**src/rtl/alu_rr_arbiter.sv**
```systemverilog
// Round-robin arbiter and sequencer sharing one combinational ALU between two requesters.
//
// Each requester presents a command (a, b, sel) with valid/ready. In IDLE one winner is
// chosen (sole requester, or the pointer's requester when both are valid). The accepted
// command drives the ALU for one EXEC cycle. The ALU's result and flags are captured into
// the owner's response registers, which pulse rsp*_valid for one cycle.
//
// Ports:
//   clk, rst_n                   clock, synchronous active-low reset
//   reqN_valid/ready/a/b/sel     command handshake and payload for requester N
//   rspN_valid/result/carry/zero/illegal
//                                one-cycle response pulse and held result for requester N
//   alu_a, alu_b, alu_sel        registered operands and select driven to the shared ALU
//   alu_out, alu_carry, alu_zero result and flags returned by the shared ALU
//   busy                         high while a command is executing
module alu_rr_arbiter #(
  parameter int unsigned DW      = 4,
  parameter int unsigned SW      = 4,
  parameter int unsigned MAX_SEL = 8
) (
  input  logic          clk,
  input  logic          rst_n,

  input  logic          req0_valid,
  output logic          req0_ready,
  input  logic [DW-1:0] req0_a,
  input  logic [DW-1:0] req0_b,
  input  logic [SW-1:0] req0_sel,

  input  logic          req1_valid,
  output logic          req1_ready,
  input  logic [DW-1:0] req1_a,
  input  logic [DW-1:0] req1_b,
  input  logic [SW-1:0] req1_sel,

  output logic          rsp0_valid,
  output logic [DW-1:0] rsp0_result,
  output logic          rsp0_carry,
  output logic          rsp0_zero,
  output logic          rsp0_illegal,

  output logic          rsp1_valid,
  output logic [DW-1:0] rsp1_result,
  output logic          rsp1_carry,
  output logic          rsp1_zero,
  output logic          rsp1_illegal,

  output logic [DW-1:0] alu_a,
  output logic [DW-1:0] alu_b,
  output logic [SW-1:0] alu_sel,
  input  logic [DW-1:0] alu_out,
  input  logic          alu_carry,
  input  logic          alu_zero,

  output logic          busy
);

  localparam logic [SW-1:0] MaxSel = SW'(MAX_SEL);

  typedef enum logic [0:0] {StIdle, StExec} state_e;

  state_e        state_q, state_d;
  // Pointer: 0 gives requester 0 priority on a tie, 1 gives requester 1 priority.
  logic          ptr_q, ptr_d;
  logic          owner_q, owner_d;

  logic [DW-1:0] alu_a_q, alu_a_d;
  logic [DW-1:0] alu_b_q, alu_b_d;
  logic [SW-1:0] alu_sel_q, alu_sel_d;

  logic          rsp0_valid_q, rsp0_valid_d;
  logic [DW-1:0] rsp0_result_q, rsp0_result_d;
  logic          rsp0_carry_q, rsp0_carry_d;
  logic          rsp0_zero_q, rsp0_zero_d;
  logic          rsp0_illegal_q, rsp0_illegal_d;

  logic          rsp1_valid_q, rsp1_valid_d;
  logic [DW-1:0] rsp1_result_q, rsp1_result_d;
  logic          rsp1_carry_q, rsp1_carry_d;
  logic          rsp1_zero_q, rsp1_zero_d;
  logic          rsp1_illegal_q, rsp1_illegal_d;

  logic          grant0, grant1;
  logic          sel_illegal;

  // Winner selection: a lone requester wins; on a tie the pointer decides.
  always_comb begin
    grant0 = 1'b0;
    grant1 = 1'b0;
    if (state_q == StIdle) begin
      grant0 = req0_valid & (~req1_valid | ~ptr_q);
      grant1 = req1_valid & (~req0_valid |  ptr_q);
    end
  end

  assign req0_ready  = grant0;
  assign req1_ready  = grant1;
  // The ALU select register holds the in-flight command's select during EXEC.
  assign sel_illegal = (alu_sel_q > MaxSel);

  always_comb begin
    state_d        = state_q;
    ptr_d          = ptr_q;
    owner_d        = owner_q;
    alu_a_d        = alu_a_q;
    alu_b_d        = alu_b_q;
    alu_sel_d      = alu_sel_q;

    rsp0_valid_d   = 1'b0;
    rsp0_result_d  = rsp0_result_q;
    rsp0_carry_d   = rsp0_carry_q;
    rsp0_zero_d    = rsp0_zero_q;
    rsp0_illegal_d = rsp0_illegal_q;

    rsp1_valid_d   = 1'b0;
    rsp1_result_d  = rsp1_result_q;
    rsp1_carry_d   = rsp1_carry_q;
    rsp1_zero_d    = rsp1_zero_q;
    rsp1_illegal_d = rsp1_illegal_q;

    unique case (state_q)
      StIdle: begin
        if (grant0 || grant1) begin
          // Latch the command straight into the ALU-facing registers.
          alu_a_d   = grant1 ? req1_a   : req0_a;
          alu_b_d   = grant1 ? req1_b   : req0_b;
          alu_sel_d = grant1 ? req1_sel : req0_sel;
          owner_d   = grant1;
          // Hand priority to the requester that just lost (or was absent).
          ptr_d     = grant0;
          state_d   = StExec;
        end
      end
      StExec: begin
        if (!owner_q) begin
          rsp0_valid_d   = 1'b1;
          rsp0_result_d  = alu_out;
          rsp0_carry_d   = alu_carry;
          rsp0_zero_d    = alu_zero;
          rsp0_illegal_d = sel_illegal;
        end else begin
          rsp1_valid_d   = 1'b1;
          rsp1_result_d  = alu_out;
          rsp1_carry_d   = alu_carry;
          rsp1_zero_d    = alu_zero;
          rsp1_illegal_d = sel_illegal;
        end
        state_d = StIdle;
      end
      default: state_d = StIdle;
    endcase
  end

  always_ff @(posedge clk) begin
    if (!rst_n) begin
      state_q        <= StIdle;
      ptr_q          <= 1'b0;
      owner_q        <= 1'b0;
      alu_a_q        <= '0;
      alu_b_q        <= '0;
      alu_sel_q      <= '0;
      rsp0_valid_q   <= 1'b0;
      rsp0_result_q  <= '0;
      rsp0_carry_q   <= 1'b0;
      rsp0_zero_q    <= 1'b0;
      rsp0_illegal_q <= 1'b0;
      rsp1_valid_q   <= 1'b0;
      rsp1_result_q  <= '0;
      rsp1_carry_q   <= 1'b0;
      rsp1_zero_q    <= 1'b0;
      rsp1_illegal_q <= 1'b0;
    end else begin
      state_q        <= state_d;
      ptr_q          <= ptr_d;
      owner_q        <= owner_d;
      alu_a_q        <= alu_a_d;
      alu_b_q        <= alu_b_d;
      alu_sel_q      <= alu_sel_d;
      rsp0_valid_q   <= rsp0_valid_d;
      rsp0_result_q  <= rsp0_result_d;
      rsp0_carry_q   <= rsp0_carry_d;
      rsp0_zero_q    <= rsp0_zero_d;
      rsp0_illegal_q <= rsp0_illegal_d;
      rsp1_valid_q   <= rsp1_valid_d;
      rsp1_result_q  <= rsp1_result_d;
      rsp1_carry_q   <= rsp1_carry_d;
      rsp1_zero_q    <= rsp1_zero_d;
      rsp1_illegal_q <= rsp1_illegal_d;
    end
  end

  assign alu_a        = alu_a_q;
  assign alu_b        = alu_b_q;
  assign alu_sel      = alu_sel_q;
  assign busy         = (state_q == StExec);

  assign rsp0_valid   = rsp0_valid_q;
  assign rsp0_result  = rsp0_result_q;
  assign rsp0_carry   = rsp0_carry_q;
  assign rsp0_zero    = rsp0_zero_q;
  assign rsp0_illegal = rsp0_illegal_q;

  assign rsp1_valid   = rsp1_valid_q;
  assign rsp1_result  = rsp1_result_q;
  assign rsp1_carry   = rsp1_carry_q;
  assign rsp1_zero    = rsp1_zero_q;
  assign rsp1_illegal = rsp1_illegal_q;

endmodule

```
**config.mk**
```make
export PLATFORM = sky130hd
export DESIGN_NAME = alu_rr_arbiter
export DESIGN_NICKNAME = d
export VERILOG_FILES = /design/src/rtl/alu_rr_arbiter.sv
export SDC_FILE = /design/constraint.sdc
export NUM_CORES = 1
export LEC_CHECK = 0
export CORE_ASPECT_RATIO = 1.75
export CORE_MARGIN = 1
export CORE_UTILIZATION = 40
export DETAILED_ROUTE_END_ITERATION = 8
export DONT_BUFFER_PORTS = 1
export PLACE_DENSITY = 0.57
export SLEW_MARGIN = 15
export SYNTH_ARGS = -nofsm -noshare
export SYNTH_HDL_FRONTEND = slang
export SYNTH_SLANG_ARGS = --single-unit
```
**constraint.sdc**
```tcl
create_clock -name clk -period 1.65 [get_ports clk]
set_input_delay 0.165 -clock clk [delete_from_list [all_inputs] [get_ports clk]]
set_output_delay 0.165 -clock clk [all_outputs]
set_load 0.03 [all_outputs]
```
==> impl_metrics.ini <==
[sta]
postLayoutSetupSlackWorst_ns = 0.125
max-slew-margin-rel_pct = 73.0
max_slew.worst_pin.slew_ns = 0.405
whs_ns = 0.0162
finalHoldViolations = 0
fmax_mhz = 656
fin_crit_sh_pct = 92.4
fin_tns_setup_ns = 0
period_needed_ns = 1.53
fin_worst_skew_ns = 0.00472
rsz0062_at_grt = false
maxSlewViolCount = 0
setup_viol = 0

[placement]
placed_area_mm2 = 0.00139
hpwlAfterDp_um = 2350
post-place-ws_ns = 0.223
port_buffers = 0
gp_congestion = 0.698

[yosys]
syn_avg_cell_area_um2 = 8.73
synth-seq-cells = 31
synthesis.area_mm2 = 0.00136
synth-compound-area-share_pct = 23.7
synth.area.mux_share_pct = 0
synthesis.nets = 190
synthAdderAreaFrac_pct = 0
ys_warn_count = 0
postSynthCellCount = 156
synthXorXnorAreaFrac_pct = 0
yosys.area_share.simple_pct = 24.8
yosysSeqAreaShare_pct = 45.6
synth_top_family_by_area = simple AND/OR/NAND/NOR gates
ys_types = 25

[setup_path]
cp_max_fo = 14
start_kind = flip-flop
startpoint = busy
path_buf_inv = 2
endpoint = req1_ready
timing.rr.start = busy
path_depth = 4
critPathCaptureType = output port
cp.required_ns = 1.48
cpPeakStageDelay_ns = 0.32
rr_worst_depth = 4
critPathKind = flip-flop to output port
r2r-end = alu_sel[3]
critPathTopFamily = simple AND/OR/NAND/NOR gates
rrSetupSlack_ns = 0.22
worstPathArrival_ns = 1.36
path_cells = nand2b_4 -> or2_4 -> inv_1 -> buf_4
slowest_stage = or2_4

[floorplan]
die_width_um = 46.1
die_h_um = 79.2
initial_utilization_pct = 42.4
die_area_mm2 = 0.00365
coreArea_mm2 = 0.00321
io_pins = 65
rows = 27

[clock_network]
cts_tree = done
cts_max_level = 2
cts_root_buffer = clkbuf_8
clkLatencyLatePin_ns = 0.27
clock-sinks = 31
numCtsBuffers = 5
clkTransAtPathRegs_ns = 0.06
clockBufferDepth = 2

[power_and_ir_drop]
ir_worst_vdd_v = 0.000748
p_leak_nw = 0.507
power_density_mw_per_mm2 = 1180

[global_routing]
grtUsageTotal_pct = 19.9
grt_max_degree = 32
grt_pass1_vias = 1163
grt_overflow = 0
grt_pass1_wl_um = 5220
antenna_found_initial = 0

[worst_hold_path]
hold_depth = 1
hp-class = input pin to flip-flop

[route]
routed_via_density = 5.70
routed_wirelength_um = 3270
first_iter_violations = 14
wl_per_cell_um = 16.3
vias = 1146
antenna_left = 0
drc = 0
drt_pass1_iterations = 4

[flow_run]
maxCapViolCount = 0

[finish]
syn_to_final_growth_pct = 10.5
drive_above_1_share_pct = 15.8
final_common_cell = dfxtp_1
fin_util_pct = 46.9
final_cell_mix = dfxtp_1, nor3_1, nand2_1
fin_nets = 191
fin_area_mm2 = 0.00150
n_antenna_cell = 0

[status]
status = complete, no violations
## sequential cells by signal (all words and copies together) (netlist names)
register / cells
rsp1_zero: 1
rsp1_valid: 1
rsp0_zero: 1
ptr_q: 1
alu_a: 4
rsp0_carry: 1
alu_b: 4
owner_q: 1
rsp1_result: 4
rsp1_carry: 1
rsp0_result: 4
rsp0_illegal: 1
rsp0_valid: 1
rsp1_illegal: 1
alu_sel: 4
busy: 1
## final cells by class
type / count / area, um^2
tap: 43 / 53.8
multi-input combinational: 110 / 663
clock buffer: 8 / 100
fill: 323 / 1710
inverter: 1 / 3.75
timing repair buffer: 8 / 62.6
sequential: 31 / 621
## metrics by stage
step | std cells | total power, mW
floorplan | 156 | 1.11
global placement | 192 | 1.14
detailed placement | 192 | 1.15
CTS | 201 | 1.79
global route | 201 | 1.86
finish | 201 | 1.77
## worst min-delay path by stage
stage              start         end
2_1_floorplan  alu_carry  rsp0_carry
3_3_place_gp       rst_n        busy
3_5_place_dp       rst_n        busy
4_1_cts            rst_n  rsp0_valid
5_1_grt            rst_n  rsp0_valid
6_report           rst_n  rsp0_valid
## synth_stat cells
library cell | n | area share, %
a21boi_1 | 1 | 0.55
nand2b_1 | 2 | 0.92
or3_1 | 1 | 0.46
nor3b_1 | 1 | 0.55
nor2b_1 | 3 | 1.4
o21ba_2 | 1 | 0.74
nor2_1 | 2 | 0.55
a211oi_2 | 8 | 7.4
clkbuf_1 | 10 | 2.8
and2_1 | 3 | 1.4
nand3_1 | 7 | 2.6
or2_1 | 1 | 0.46
clkbuf_2 | 1 | 0.37
buf_6 | 3 | 2.5
nand2b_4 | 1 | 1.0
and3_1 | 1 | 0.46
a211oi_1 | 4 | 2.2
inv_1 | 1 | 0.28
a21boi_0 | 14 | 7.7
nand2_1 | 21 | 5.8
nor3_1 | 24 | 8.8
dfxtp_1 | 31 | 46
o21ai_0 | 13 | 4.8
nand4_1 | 1 | 0.46
a21oi_1 | 1 | 0.37
## routing by layer
layer  wire [um]  track usage, %  vias up
li1            -               -      549
met1        1160            18.1      527
met2        1740            35.9       61
met3         294            7.27        9
met4          74            9.41        0
met5           0               0        -
## what timing repair did
| action | in CTS | in global routing |
|---|---|---|
| gates resized for setup | 0 | 1 |
| hold buffers | 1 | 0 |
| hold endpoints to repair | 1 | 0 |
| setup buffers | 0 | 0 |
| endpoints found under the setup margin | 0 | 1 |
## where the power goes
group	internal [mW]	switching (mW)	leakage (nW)	total, mW
clock	0.380	0.257	0.0515	0.637
sequential	0.800	0.128	0.255	0.928
combinational	0.0880	0.122	0.201	0.210
## kinds of logic (layout without fill, tap and decap cells)
family                 Yosys count  after routing
and+or+nand+nor                 68             68
AOI/OAI and AO/OA               42             42
DFF                             31             31
buffers and inverters           15             17
Power figures use the tool's default switching activity.
